[config.mk]
export PLATFORM = sky130hd
export DESIGN_NAME = rr_arbiter_onehot_flat
export DESIGN_NICKNAME = d
export VERILOG_FILES = /design/src/rtl/rr_arbiter_onehot_if.sv /design/src/rtl/rr_arbiter_onehot.sv /design/src/flat_wrapper.sv
export SDC_FILE = /design/constraint.sdc
export NUM_CORES = 1
export LEC_CHECK = 0
export ABC_AREA = 1
export CAP_MARGIN = 40
export CORE_ASPECT_RATIO = 0.6
export CORE_MARGIN = 5
export CORE_UTILIZATION = 50
export DETAILED_ROUTE_END_ITERATION = 16
export PLACE_DENSITY = 0.78
export SYNTH_ARGS = -nofsm -noshare
export SYNTH_HDL_FRONTEND = slang
export SYNTH_SLANG_ARGS = --single-unit
[constraint.sdc]
create_clock -name clk -period 1.7 [get_ports clk]
set_input_delay 0.34 -clock clk [delete_from_list [all_inputs] [get_ports clk]]
set_output_delay 0.34 -clock clk [all_outputs]
set_load 0.1 [all_outputs]
[src/rtl/rr_arbiter_onehot_if.sv]
// Grant handshake bundle between requesters and the arbiter.
// The slave modport is the arbiter side; master is the requester/consumer side.
interface rr_arbiter_onehot_if #(
  parameter int N  = 8,
  parameter int IW = $clog2(N)
);
  logic [N-1:0]  req;
  logic          grant_ready;
  logic          grant_valid;
  logic [N-1:0]  grant;
  logic [IW-1:0] grant_idx;

  modport master (
    output req,
    output grant_ready,
    input  grant_valid,
    input  grant,
    input  grant_idx
  );

  modport slave (
    input  req,
    input  grant_ready,
    output grant_valid,
    output grant,
    output grant_idx
  );
endinterface

[src/rtl/rr_arbiter_onehot.sv]
// Registered N-way arbiter, fixed highest-index or round-robin priority.
// Winner selection: reversed prefix-OR plus edge detect, once on masked
// requests and once on raw requests; masked result wins when non-empty.
module rr_arbiter_onehot #(
  parameter int N  = 8,
  parameter int RR = 1,
  parameter int IW = $clog2(N)
) (
  input  logic                clk,
  input  logic                rst,
  rr_arbiter_onehot_if.slave  bus
);

  // Highest set bit: p[i] = |x[N-1:i] built in log2(N) shift/OR levels,
  // then keep only the bit where the prefix turns on.
  function automatic logic [N-1:0] f_highest(input logic [N-1:0] x);
    logic [N-1:0] p;
    p = x;
    for (int s = 1; s < N; s = s * 2) begin
      p = p | (p >> s);
    end
    return p & ~(p >> 1);
  endfunction

  // One-hot to binary: index bit b is the OR of all one-hot bits whose
  // position has bit b set.
  function automatic logic [IW-1:0] f_encode(input logic [N-1:0] oh);
    logic [IW-1:0] idx;
    idx = '0;
    for (int b = 0; b < IW; b++) begin
      for (int i = 0; i < N; i++) begin
        if (i[b]) idx[b] = idx[b] | oh[i];
      end
    end
    return idx;
  endfunction

  logic          r_valid;
  logic [N-1:0]  r_grant;
  logic [IW-1:0] r_idx;
  logic [N-1:0]  r_mask;

  logic          w_load;
  logic          w_accept;
  logic [N-1:0]  w_acc_mask;
  logic [N-1:0]  w_mask;
  logic [N-1:0]  w_mreq;
  logic [N-1:0]  w_oh;
  logic [IW-1:0] w_idx;

  assign w_load     = !r_valid || bus.grant_ready;
  assign w_accept   = r_valid && bus.grant_ready;
  // Bits strictly below the grant being accepted right now.
  assign w_acc_mask = (N'(1) << r_idx) - N'(1);

  // Pick the winner for the next load; an accept this cycle already
  // rotates the search so back-to-back grants descend without a bubble.
  always_comb begin
    // NOTE: every always_comb output gets a default first so no path
    // leaves it unassigned and a latch is never inferred.
    w_mask = '1;
    if (RR != 0) begin
      w_mask = w_accept ? w_acc_mask : r_mask;
    end
    w_mreq = bus.req & w_mask;
    w_oh   = (|w_mreq) ? f_highest(w_mreq) : f_highest(bus.req);
    w_idx  = f_encode(w_oh);
  end

  // Grant registers: load a new winner when empty or accepted, else hold.
  always_ff @(posedge clk) begin
    // NOTE: registers use non-blocking assignments so every flop samples
    // pre-edge values regardless of statement order.
    if (rst) begin
      r_valid <= 1'b0;
      r_grant <= '0;
      r_idx   <= '0;
    end else if (w_load) begin
      r_valid <= |bus.req;
      r_grant <= w_oh;
      r_idx   <= w_idx;
    end
  end

  // Rotating mask: after accepting index k only indices below k are
  // preferred; k = 0 clears it so the next search wraps to the top.
  always_ff @(posedge clk) begin
    if (rst) begin
      r_mask <= '1;
    end else if ((RR != 0) && w_accept) begin
      r_mask <= w_acc_mask;
    end
  end

  assign bus.grant_valid = r_valid;
  assign bus.grant       = r_grant;
  assign bus.grant_idx   = r_idx;

endmodule

[src/flat_wrapper.sv]
// flat-port wrapper written by rule: the top's interface ports become plain ports
module rr_arbiter_onehot_flat 
#(
  parameter int N  = 8,
  parameter int RR = 1,
  parameter int IW = $clog2(N)
)
  (clk, rst, bus_req, bus_grant_ready, bus_grant_valid, bus_grant, bus_grant_idx);
  rr_arbiter_onehot_if #(.N(N), .IW(IW)) bus_i ();
  input  logic clk;
  input  logic rst;
  input wire logic [$bits(bus_i.req)-1:0] bus_req;
  input wire logic [$bits(bus_i.grant_ready)-1:0] bus_grant_ready;
  output wire logic [$bits(bus_i.grant_valid)-1:0] bus_grant_valid;
  output wire logic [$bits(bus_i.grant)-1:0] bus_grant;
  output wire logic [$bits(bus_i.grant_idx)-1:0] bus_grant_idx;
  assign bus_i.req = bus_req;
  assign bus_i.grant_ready = bus_grant_ready;
  assign bus_grant_valid = bus_i.grant_valid;
  assign bus_grant = bus_i.grant;
  assign bus_grant_idx = bus_i.grant_idx;
  rr_arbiter_onehot #(.N(N), .RR(RR), .IW(IW)) u_core (.clk(clk), .rst(rst), .bus(bus_i));
endmodule
==> impl_metrics.py, run 1 <==
metrics = {
    "route": {
        "antenna_left": 0,
        "vias": 1573,
        "wl_per_cell_um": 19.25,
        "wl_um": 5063,
        "drt_pass1_iterations": 5,
        "drt_iter0_markers": 175,
        "remaining_drc_errors": 0,
        "routed_via_density": 5.981,
    },
    "worst_setup_path": {
        "cp_num_buf_inv": 1,
        "cp.required_ps": 1920,
        "crit_top_cell": "nand3_1",
        "crit_chain": "nand2_8 -> nor2_4 -> nand2_1 -> nand3_1 -> nand2_2 -> nor2_8 -> nand3_1 -> nand2_2 -> nor2_1 -> nand3_1 -> nand2_1 -> inv_1",
        "startpoint_type": "flop",
        "crit_slowest_cell": "dfxtp_4",
        "worstSetupEndpointType": "flop",
        "path_class": "flop to flop",
        "worstPathMaxFanout": 10,
        "arrival_ps": 2060,
        "cp_slowest_stage_delay_ps": 410,
        "crit_family": "simple AND/OR/NAND/NOR gates",
    },
    "clocking": {
        "cts-root-buf": "clkbuf_8",
        "cts_sinks": 20,
        "clock_latency_ps": 270,
        "clkTransAtPathRegs_ps": 80,
        "cts_buffers": 3,
        "cts_hold_buf": 0,
        "cts_htree_levels": 1,
        "cts_tree": "done",
        "clock_path_buffers": 2,
    },
    "synthesis": {
        "synth.top_cell.area_share_pct": 34.82,
        "synth_largest_area_cell": "dfxtp_1",
        "synth-main-ff-cell": "dfxtp_1",
        "synth-edff-count": 0,
        "ys_top_cells_by_count": "nand2_1 (41), inv_1 (29), dfxtp_1 (20)",
        "synth_top_family_by_area": "simple AND/OR/NAND/NOR gates",
        "synth_xor_area_share_pct": 0,
        "ys_types": 26,
        "synthesis.nets": 180,
        "synthArstFlopShare_pct": 0,
        "yosys_warnings": 0,
        "yosys-mux-area-fraction_pct": 0,
        "synth_area_leaders": "dfxtp_1 (35%), nand2_1 (13%), inv_1 (9.5%)",
        "synth_seq_area_share_pct": 34.82,
        "synth_compound_area_share_pct": 11.21,
        "synth_most_common_cell": "nand2_1",
        "ys_ff_latch": 20,
        "synth-adder-area-share_pct": 0,
        "syn-mean-instance-area_sq_um": 6.804,
        "synthCells": 169,
        "synthSimpleGateAreaFrac_pct": 41.78,
        "synth.cell_area_sq_mm": 0.001150,
    },
    "die": {
        "rows": 13,
        "dieHeight_um": 47.15,
        "start_util_pct": 52.76,
        "core_sq_mm": 0.002180,
        "dieArea_sq_mm": 0.003390,
        "die_w_um": 71.91,
        "ios": 23,
    },
    "status": {
        "status": "finished with violations",
        "violations": "setup timing",
    },
    "global_routing": {
        "overflow": 0,
        "first_global_vias": 1299,
        "grt_use_total_pct": 24.35,
        "grt_max_degree": 13,
        "grt_pass1_wl_um": 6044,
        "antenna_found_initial": 0,
    },
    "placed_design": {
        "dp_hpwl_um": 2745,
        "dpl-instance-area_sq_mm": 0.001787,
        "place_congestion": 0.9400,
        "numPortBuffers": 22,
    },
    "timing": {
        "finalCriticalPeriod_ps": 1844,
        "grt_setup_unrepaired": "yes",
        "worst_pin_slew_ps": 417.7,
        "slew_viol_final": 0,
        "max_freq_mhz": 542.3,
        "hold_viol": 0,
        "slew_headroom_pct": 72.12,
        "final.period_utilization_pct": 108.5,
        "setup_viol": 7,
        "finClkSkew_ps": 8.186,
        "setup_ws_ps": -144.1,
    },
    "job": {
        "maxCapViolCount": 0,
    },
    "final_layout": {
        "drive_gt1_share_pct": 41.63,
        "final_util_pct": 89.21,
        "areaGrowthSynthToFinish_pct": 69.10,
        "n_antenna_cell": 0,
        "final_area_sq_mm": 0.001944,
        "nets": 245,
    },
    "power_and_ir_drop": {
        "leakagePower_uw": 0.001043,
        "power-per-cell-area_mw_per_mm2": 782.0,
        "ir_worst_vdd_mv": 0.6809,
    },
    "hold_path": {
        "hp-class": "flop to flop",
    },
}
## per-layer routing
metal	vias to the layer above	GRT usage, %	part of all wire, %
met5	-	0	0
met4	0	12.73	8.1
met3	52	6.410	12
met2	139	45.62	44
met1	722	26.37	36
li1	660	-	-
## cell families (layout without fill, tap and decap cells)
| family | after synthesis | in the layout |
|---|---|---|
| buffers and inverters | 35 | 98 |
| DFF | 20 | 20 |
| AOI/OAI and AO/OA | 22 | 22 |
| and+or+nand+nor | 92 | 93 |
## power breakdown
group          internal [uW]  total (uW)  switching (uW)
sequential               504         544            40.5
combinational            245         642             397
clock                    162         334             172
## per-stage QoR
| step | setup WS [ps] | cells | TNS, ps | hold slack [ps] | power, uW |
|---|---|---|---|---|---|
| 2_1_floorplan | 33.22 | 169 | 0 | 399.4 | 859.5 |
| 3_3_place_gp | -431.8 | 253 | -4064 | 453.6 | 1087 |
| 3_5_place_dp | -518.8 | 253 | -5396 | 462.6 | 1105 |
| 4_1_cts | 8.001 | 258 | 0 | 473.0 | 1443 |
| 5_1_grt | -181.2 | 263 | -810.8 | 508.2 | 1562 |
| 6_report | -144.1 | 263 | -380.9 | 485.3 | 1520 |
## worst paths after layout
| check | to | depth (start not counted) | slack (ps) | start |
|---|---|---|---|---|
| setup / recovery | u_core.bus.grant_idx[0]$_SDFFE_PP0P_ | 12 | -140 | u_core.bus.grant_valid$_SDFFE_PP0P_ |
| hold / removal | u_core.r_mask[7]$_SDFF_PP1_ | 2 | 490 | u_core.r_mask[7]$_SDFF_PP1_ |
| setup reg to reg | u_core.bus.grant_idx[0]$_SDFFE_PP0P_ | 12 | -140 | u_core.bus.grant_valid$_SDFFE_PP0P_ |
| hold reg to reg | u_core.r_mask[7]$_SDFF_PP1_ | 2 | 490 | u_core.r_mask[7]$_SDFF_PP1_ |
## layout by cell type (no fill, tap or decap)
| master | count |
|---|---|
| buf_4 | 40 |
| nand2_1 | 35 |
| inv_1 | 28 |
| dfxtp_1 | 16 |
| buf_12 | 12 |
| nand3_1 | 11 |
| nor2_1 | 9 |
| o21ai_0 | 9 |
| nand2_2 | 8 |
| nand3_2 | 7 |
| clkdlybuf4s50_1 | 7 |
| nor2_2 | 5 |
| nor2_4 | 4 |
| nand4_1 | 4 |
| a21oi_1 | 4 |
| dfxtp_4 | 4 |
| o21ai_2 | 3 |
| inv_2 | 3 |
| o21bai_1 | 3 |
| clkbuf_8 | 3 |
| nand2_4 | 2 |
| nor2_8 | 2 |
| or2_1 | 2 |
| nand2_8 | 1 |
| clkinv_2 | 1 |
| a31oi_1 | 1 |
| or2_2 | 1 |
| nor3_1 | 1 |
| nand3b_1 | 1 |
| o211ai_1 | 1 |
| o21ai_1 | 1 |
| clkinv_1 | 1 |
| clkbuf_2 | 1 |
| dlymetal6s2s_1 | 1 |
| dlygate4sd2_1 | 1 |
## what timing repair did
item | 4_1_cts | 5_1_grt
setup endpoints to repair | 11 | 8
buffers inserted | 1 | 4
gates cloned | 0 | 1
pin swaps | 5 | 7
resized for setup | 8 | 17
## flip-flops by register name, indices dropped and copies added (netlist names)
name / flops
u_core.bus.grant_valid: 1
u_core.r_mask: 8
u_core.bus.grant_idx: 3
u_core.bus.grant: 8
## cell type report
| cell class | instances | area (sq um) |
|---|---|---|
| Clock buffer | 3 | 41.29 |
| Multi-Input combinational cell | 115 | 688.2 |
| Fill cell | 99 | 235.2 |
| Clock inverter | 1 | 3.754 |
| Inverter | 32 | 121.4 |
| Timing Repair Buffer | 62 | 636.9 |
| Sequential cell | 20 | 415.4 |
| Tap cell | 30 | 37.54 |
## worst register-to-register path: stages, from the launching register on
cell and delay (ps):
dfxtp_4 410, nand2_8 100, nor2_4 150, nand2_1 120, nand3_1 110, nand2_2 110, nor2_8 210, nand3_1 120
nand2_2 130, nor2_1 60, nand3_1 110, nand2_1 100, inv_1 70
Power figures use the tool's default switching activity.
==> run 2: changes to the inputs <==
- GPL_TIMING_DRIVEN: default -> 0
==> run 2 against run 1 <==
Effect of this change: the run still ends with setup timing left; die area unchanged; non-clock buffer count fell by 25; count of clock-buffer cells in the layout rose by 1; critical path depth unchanged; critical path type unchanged; critical endpoint is now u_core.bus.grant[5]$_SDFFE_PP0P_.
==> impl_metrics.py, run 2 (synthesis results as in run 1) <==
metrics = {
    "worst_setup_path": {
        "cp.required_ps": 1920,
        "crit_family": "simple AND/OR/NAND/NOR gates",
        "crit_slowest_cell": "dfxtp_4",
        "startpoint_type": "flop",
        "crit_chain": "nand2_4 -> buf_6 -> inv_4 -> o21ai_4 -> nand3_2 -> nand2_4 -> nor2_8 -> nand3_2 -> nand2_2 -> nor2_4 -> or2_1 -> inv_1",
        "arrival_ps": 1920,
        "cp_num_buf_inv": 3,
        "cp_slowest_stage_delay_ps": 380,
        "path_class": "flop to flop",
        "worstPathMaxFanout": 5,
        "worstSetupEndpointType": "flop",
    },
    "route": {
        "wl_per_cell_um": 16.21,
        "vias": 1334,
        "remaining_drc_errors": 0,
        "routed_via_density": 5.605,
        "drt_pass1_iterations": 5,
        "antenna_left": 0,
        "wl_um": 3858,
        "drt_iter0_markers": 133,
    },
    "final_layout": {
        "most-common-layout-cells": "nand2_1 (33), inv_1 (29), dfxtp_1 (16)",
        "nets": 220,
        "drive_gt1_share_pct": 35.10,
        "n_antenna_cell": 0,
        "final_common_cell": "nand2_1",
        "final_cells": 238,
        "areaGrowthSynthToFinish_pct": 58.76,
    },
    "clocking": {
        "clock_path_buffers": 2,
        "cts-root-buf": "clkbuf_8",
        "cts_sinks": 20,
        "clock_latency_ps": 270,
        "cts_tree": "done",
        "cts_buffers": 3,
        "cts_hold_buf": 0,
        "cts_htree_levels": 1,
        "clkTransAtPathRegs_ps": 80,
    },
    "status": {
        "status": "finished with violations",
        "violations": "setup timing",
    },
    "power_and_ir_drop": {
        "finalPower_uw": 1464,
        "leakagePower_uw": 0.0009656,
        "ir_worst_vdd_mv": 0.7184,
        "power-per-cell-area_mw_per_mm2": 802.2,
    },
    "placed_design": {
        "place_congestion": 0.8725,
        "dpl_worst_slack_ps": -590.9,
        "place_inst": 233,
        "numPortBuffers": 22,
        "dp_hpwl_um": 2375,
    },
    "global_routing": {
        "grt_pass1_wl_um": 5119,
        "grt_use_total_pct": 20.05,
        "antenna_found_initial": 0,
        "first_global_vias": 1172,
        "grt_max_degree": 12,
        "overflow": 0,
    },
    "die": {
        "dieArea_sq_mm": 0.003390,
        "dieHeight_um": 47.15,
        "rows": 13,
        "ios": 23,
        "start_util_pct": 52.76,
        "core_sq_mm": 0.002180,
        "die_w_um": 71.91,
    },
    "timing": {
        "setup_viol": 1,
        "slew_viol_final": 0,
        "hold_viol": 0,
        "final.period_utilization_pct": 100.0,
        "max_freq_mhz": 588.2,
        "worst_pin_slew_ps": 434.7,
        "finClkSkew_ps": 3.157,
        "whs_ps": 505.5,
        "setup_ws_ps": -0.1219,
        "slew_headroom_pct": 71.02,
        "grt_setup_unrepaired": "yes",
        "finalCriticalPeriod_ps": 1700,
    },
    "job": {
        "maxCapViolCount": 0,
    },
    "hold_path": {
        "hp-class": "flop to flop",
    },
}
[run 2: layout make-up]
cell class	count	area [sq um]
Buffer	3	18.77
Clock buffer	4	45.04
Fill cell	132	354.1
Inverter	32	122.6
Multi-Input combinational cell	115	758.2
Sequential cell	20	415.4
Tap cell	30	37.54
Timing Repair Buffer	34	427.9
[run 2: metrics by stage]
stage	utilization (%)	cell area, sq um	setup TNS (ps)
CTS	76.41	1665	0
finish	83.75	1826	-0.1219
detailed placement	73.54	1603	-4343
global placement	65.27	1423	-4709
floorplan	-	1165	0
global route	83.75	1826	-375.1
[run 2: timing repair]
action                                  4_1_cts  5_1_grt
buffers inserted                              1        3
pin swaps                                     5       17
cloned                                        0        2
resized for setup                            11       46
endpoints found under the setup margin       12       12
[run 2: final timing paths]
check	slack (ps)	cells after the start	end	from
setup / recovery	-0.1	12	u_core.bus.grant[5]$_SDFFE_PP0P_	u_core.bus.grant_valid$_SDFFE_PP0P_
hold / removal	510	2	u_core.r_mask[7]$_SDFF_PP1_	u_core.r_mask[7]$_SDFF_PP1_
setup reg to reg	-0.1	12	u_core.bus.grant[5]$_SDFFE_PP0P_	u_core.bus.grant_valid$_SDFFE_PP0P_
hold reg to reg	510	2	u_core.r_mask[7]$_SDFF_PP1_	u_core.r_mask[7]$_SDFF_PP1_
[run 2: per-layer routing]
metal | share of wire (%) | wire length, um | vias to the layer above | GRT usage (%)
met5 | 0 | 0 | - | 0
met4 | 2.3 | 87 | 0 | 7.865
met3 | 9.7 | 375 | 13 | 6.197
met2 | 50 | 1915 | 73 | 35.22
met1 | 38 | 1480 | 639 | 23.72
li1 | - | - | 609 | -
[run 2: worst min-delay path, stage by stage, from the launching register on]
cell and delay (ps):
dfxtp_1 330, nand3_1 80, nand2_1 50
[run 2: power breakdown]
group | total [uW] | internal (uW) | switching [uW]
Sequential | 532 | 503 | 29.0
Combinational | 584 | 203 | 381
Clock | 348 | 168 | 180
==> run 3: changes to the inputs <==
- CORE_ASPECT_RATIO: 0.6 -> default
==> run 3 against run 2 <==
Effect of this change: routed wire length shrank 20%; power shrank 13%; count of clock-buffer cells in the layout shrank 1; first-iteration DRC count shrank 65%; critical path type unchanged; the run now ends clean; critical path depth is the same; die area shrank 0.93%; sequential power grew 1%; clock skew grew 1.5 ps; utilization shrank 11 points; cell area shrank 12%; via count shrank 11%; largest cell class unchanged; register-to-register slack gained 80 ps.
==> impl_metrics.py, run 3 (synthesis results as in run 1) <==
metrics = {
    "route": {
        "top_layer_used": "met4",
        "wl_met1_um": 1296,
        "routed_via_density": 5.302,
        "wl_um": 3091,
        "vias": 1193,
        "drt_pass1_iterations": 4,
        "antenna_left": 0,
        "wl_per_cell_um": 13.74,
        "drt_iter0_markers": 46,
        "remaining_drc_errors": 0,
        "wl_met2_um": 1553,
        "wl_met3_um": 178,
    },
    "global_routing": {
        "grt_max_degree": 12,
        "overflow": 0,
        "grt_pass1_wl_um": 5071,
        "antenna_found_initial": 0,
        "grt_use_total_pct": 19.47,
        "first_global_vias": 1169,
    },
    "timing": {
        "final.period_utilization_pct": 95.07,
        "max_freq_mhz": 618.8,
        "finalSetupTns_ps": 0,
        "slew_headroom_pct": 70.19,
        "grt_setup_unrepaired": "yes",
        "setup_viol": 0,
        "hold_viol": 0,
        "setup_ws_ps": 83.86,
        "finalCriticalPeriod_ps": 1616,
        "worst_pin_slew_ps": 447.1,
        "finClkSkew_ps": 4.674,
        "slew_viol_final": 0,
    },
    "worst_setup_path": {
        "cp.required_ps": 1960,
        "worstPathMaxFanout": 8,
        "path_class": "flop to flop",
        "arrival_ps": 1880,
        "worstSetupEndpointType": "flop",
        "startpoint_type": "flop",
    },
    "clocking": {
        "cts_sinks": 20,
        "cts_htree_levels": 1,
        "clkTransAtPathRegs_ps": 110,
        "clock_path_buffers": 2,
        "clock_latency_ps": 300,
        "cts_hold_buf": 0,
        "cts_buffers": 3,
        "cts_tree": "done",
        "cts-root-buf": "clkbuf_4",
    },
    "die": {
        "start_util_pct": 51.98,
        "ios": 23,
        "rows": 17,
        "die_w_um": 57.96,
        "dieArea_sq_mm": 0.003359,
        "dieHeight_um": 57.96,
        "core_sq_mm": 0.002212,
    },
    "job": {
        "maxCapViolCount": 0,
    },
    "placed_design": {
        "place_inst": 231,
        "dpl_worst_slack_ps": -515.8,
        "dp_hpwl_um": 2472,
        "place_congestion": 0.8655,
        "numPortBuffers": 22,
    },
    "power_and_ir_drop": {
        "leakagePower_uw": 0.0008767,
        "power-per-cell-area_mw_per_mm2": 786.1,
        "ir_worst_vdd_mv": 0.7504,
        "finalPower_uw": 1270,
    },
    "final_layout": {
        "drive_gt1_share_pct": 26.40,
        "areaGrowthSynthToFinish_pct": 40.48,
        "n_fill_cell": 188,
        "n_antenna_cell": 0,
        "nets": 209,
        "final_common_cell": "nand2_1",
        "most-common-layout-cells": "nand2_1 (38), inv_1 (28), dfxtp_1 (16)",
        "final_cells": 225,
    },
    "hold_path": {
        "hp-class": "flop to flop",
    },
    "status": {
        "status": "finished, final reports clean",
    },
}
-- run 3: changes by cell type in the layout (fill, tap and decap cells not counted), moves of 3 or more --
| cell | change |
|---|---|
| nand2_1 | +5 |
| nand3_1 | +6 |
| buf_8 | -3 |
| buf_4 | -5 |
| clkbuf_4 | +3 |
| clkdlybuf4s50_1 | -4 |
| nand2_2 | -3 |
| nor2_1 | +3 |
| clkbuf_8 | -3 |
| nand3_2 | -5 |
| buf_12 | +3 |
| nor2_4 | -4 |
-- run 3: final cells by class --
type                            count  area (sq um)  share of cell area [%]
Multi-Input combinational cell    114         641.9                   39.74
Buffer                              3         18.77                   1.162
Clock inverter                      1         3.754                  0.2324
Timing Repair Buffer               24         356.6                   22.08
Inverter                           32         121.4                   7.514
Clock buffer                        3         22.52                   1.394
Tap cell                           28         35.03                   2.169
Sequential cell                    20         415.4                   25.72
-- run 3: per-layer routing --
metal / track usage (%) / vias to the layer above
met5: 0 / -
met4: 8.940 / 0
met3: 3.786 / 7
met2: 33.71 / 46
met1: 22.98 / 549
li1: - / 591
-- run 3: critical path: stages (launching register included) --
cell and delay (ps):
dfxtp_4 380, nand2_4 70, buf_2 170, nand2_1 100, nand3_2 100, nand2_2 90
nor2_8 170, nand3_1 90, nand2_1 100, inv_2 40, o21ai_1 120, nand2_1 70
inv_1 70
-- run 3: timing repair --
action	CTS	global route
cloned	0	1
pin swaps	0	4
setup buffers	0	0
endpoints found under the setup margin	19	10
endpoints found under the hold margin	0	0
resized for setup	17	13
-- run 3: where the power goes --
part / total (uW) / internal, uW / switching (uW)
Clock: 234 / 85.7 / 148
Combinational: 497 / 173 / 325
Sequential: 538 / 504 / 34.6
-- run 3: worst paths after layout --
kind	slack, ps	depth (start not counted)	from	end
worst max-delay path	80	12	u_core.bus.grant_valid$_SDFFE_PP0P_	u_core.bus.grant[1]$_SDFFE_PP0P_
worst min register to register	480	2	u_core.r_mask[7]$_SDFF_PP1_	u_core.r_mask[7]$_SDFF_PP1_
worst max register to register	80	12	u_core.bus.grant_valid$_SDFFE_PP0P_	u_core.bus.grant[1]$_SDFFE_PP0P_
worst min-delay path	480	2	u_core.r_mask[7]$_SDFF_PP1_	u_core.r_mask[7]$_SDFF_PP1_
-- run 3: metrics by stage --
stage          area [sq um]  hold WS (ps)  utilization, %
4_1_cts                1582         484.8           71.49
3_5_place_dp           1600         469.1           72.34
6_report               1615         479.5           73.02
5_1_grt                1615         508.6           73.02
3_3_place_gp           1420         461.2           64.20
2_1_floorplan          1165         399.4               -
==> edit (flow settings as in run 3) <==
Make the reset (`rst`) asynchronous in 2 clocked blocks.
--- a/src/rtl/rr_arbiter_onehot.sv
+++ b/src/rtl/rr_arbiter_onehot.sv
@@ -68,7 +68,7 @@
   end
 
   // Grant registers: load a new winner when empty or accepted, else hold.
-  always_ff @(posedge clk) begin
+  always_ff @(posedge clk or posedge rst) begin
     // NOTE: registers use non-blocking assignments so every flop samples
     // pre-edge values regardless of statement order.
     if (rst) begin
@@ -84,7 +84,7 @@
 
   // Rotating mask: after accepting index k only indices below k are
   // preferred; k = 0 clears it so the next search wraps to the top.
-  always_ff @(posedge clk) begin
+  always_ff @(posedge clk or posedge rst) begin
     if (rst) begin
       r_mask <= '1;
     end else if ((RR != 0) && w_accept) begin
Behaviour: differs if rst is asserted again (counterexample within 4 cycles, from zero or initial values and one cycle with rst high); with rst held inactive, the same outputs for 10 cycles.
==> edit against run 3 <==
- the run now ends with negative setup slack left
- routed wire length rose by 23%
- critical path type is now in2reg
- cell area is 20% higher
- register-to-register slack got worse by 0.10 ns
- synthesized area is 7.4% higher
- utilization rose by 7.1 points
- worst setup slack got worse by 0.17 ns
- sequential cell count stayed put
- die area up 6.1%
Power is not compared: it rests on default switching activity, and its combinational part moved more than twofold at a synthesized area within 25%.
==> edit: results <==
{
  "grtUsageTotal": 0.213,
  "synth_area_leaders": "dfrtp_1 24%, dfstp_2 17%, nand2_1 12%",
  "setup_slack_ns": -0.0858,
  "setup_violations": 5,
  "dp_hpwl_um": 2260,
  "worstSkewPairLatency_ns": 0.32,
  "wl_met3_um": 196,
  "async_flop_share": 1.00,
  "r2r_start": "u_core.bus.grant_idx[2]$_DFFE_PP0P_",
  "dpl_cell_area_um2": 1700,
  "path_max_fanout": 3,
  "n_fill_cell": 136,
  "startpoint": "bus_req[6]",
  "drt-initial-drc-count": 54,
  "synth_fp_nets": 171,
  "syn-mean-instance-area_um2": 7.72,
  "gp_congestion": 0.827,
  "violations": "negative setup slack",
  "clkTransAtPathRegs_ns": 0.13,
  "route.met2.wl_um": 2050,
  "tightest_slew_ns": 0.792,
  "drt-vias-per-instance": 5.44,
  "m1WireLength_um": 1380,
  "hold_class": "in2async",
  "yosysUniqueCellTypes": 24,
  "fin_cells": 227,
  "synth_compound_area_frac": 0.0679,
  "outcome": "finished, violations left",
  "ys_seq_area_frac": 0.413
}
==> edit: cell types whose count changed in the layout (fill, tap and decap cells not counted), sizes merged, moves of 4 or more <==
| cell | delta |
|---|---|
| dfxtp | -20 |
| dfrtp | +12 |
| o21ai | -9 |
| dfstp | +8 |
| nor2 | +7 |
| buf | +6 |
| inv | -4 |
| nand2 | +4 |
| nand4 | -4 |
==> edit: area by class of cell <==
type,instances,area (µm²),area share
multi-input combinational,112,790,0.409
buffer,2,18.8,0.00972
inverter,27,109,0.0564
tap,30,37.5,0.0194
sequential,20,526,0.272
timing repair buffer,32,414,0.215
clock buffer,4,36.3,0.0188
==> edit: cell families after synthesis <==
kind of cell,Yosys count
simple gates,98
buf+inv,29
flops,20
compound gates,13
==> edit: critical path, delay by kind of cell <==
| family | cells | cell delay [ns] |
|---|---|---|
| and+or+nand+nor | 8 | 0.87 |
| buffers and inverters | 2 | 0.59 |
| AOI/OAI and AO/OA | 2 | 0.22 |
==> edit: repair_timing <==
action,in CTS,in global routing
pin swaps,6,12
buffers inserted,5,2
hold buffers,0,0
setup endpoints to repair,21,12
gates cloned,1,0
gates resized for setup,24,39
==> edit: layer usage <==
layer  vias up  GRT usage
met4         0     0.0949
met1       592      0.242
met5         -          0
li1        565          -
met3        19     0.0302
met2        60      0.387
==> edit: final timing paths <==
kind / end / cells past startpoint
worst max-delay path: u_core.bus.grant_idx[0]$_DFFE_PP0P_ / 12
worst min-delay path: u_core.bus.grant_valid$_DFFE_PP0P_ / 2
worst max register to register: u_core.bus.grant_idx[0]$_DFFE_PP0P_ / 9
worst min register to register: u_core.r_mask[5]$_DFF_PP1_ / 1
max in group asynchronous: u_core.bus.grant_idx[2]$_DFFE_PP0P_ / 2
min in group clk: u_core.r_mask[3]$_DFF_PP1_ / 5
==> edit: power breakdown <==
part	leakage (nW)	internal (mW)	switching, mW
clock network	0.0210	0.131	0.170
logic	0.689	0.423	0.753
registers	0.226	0.605	0.106
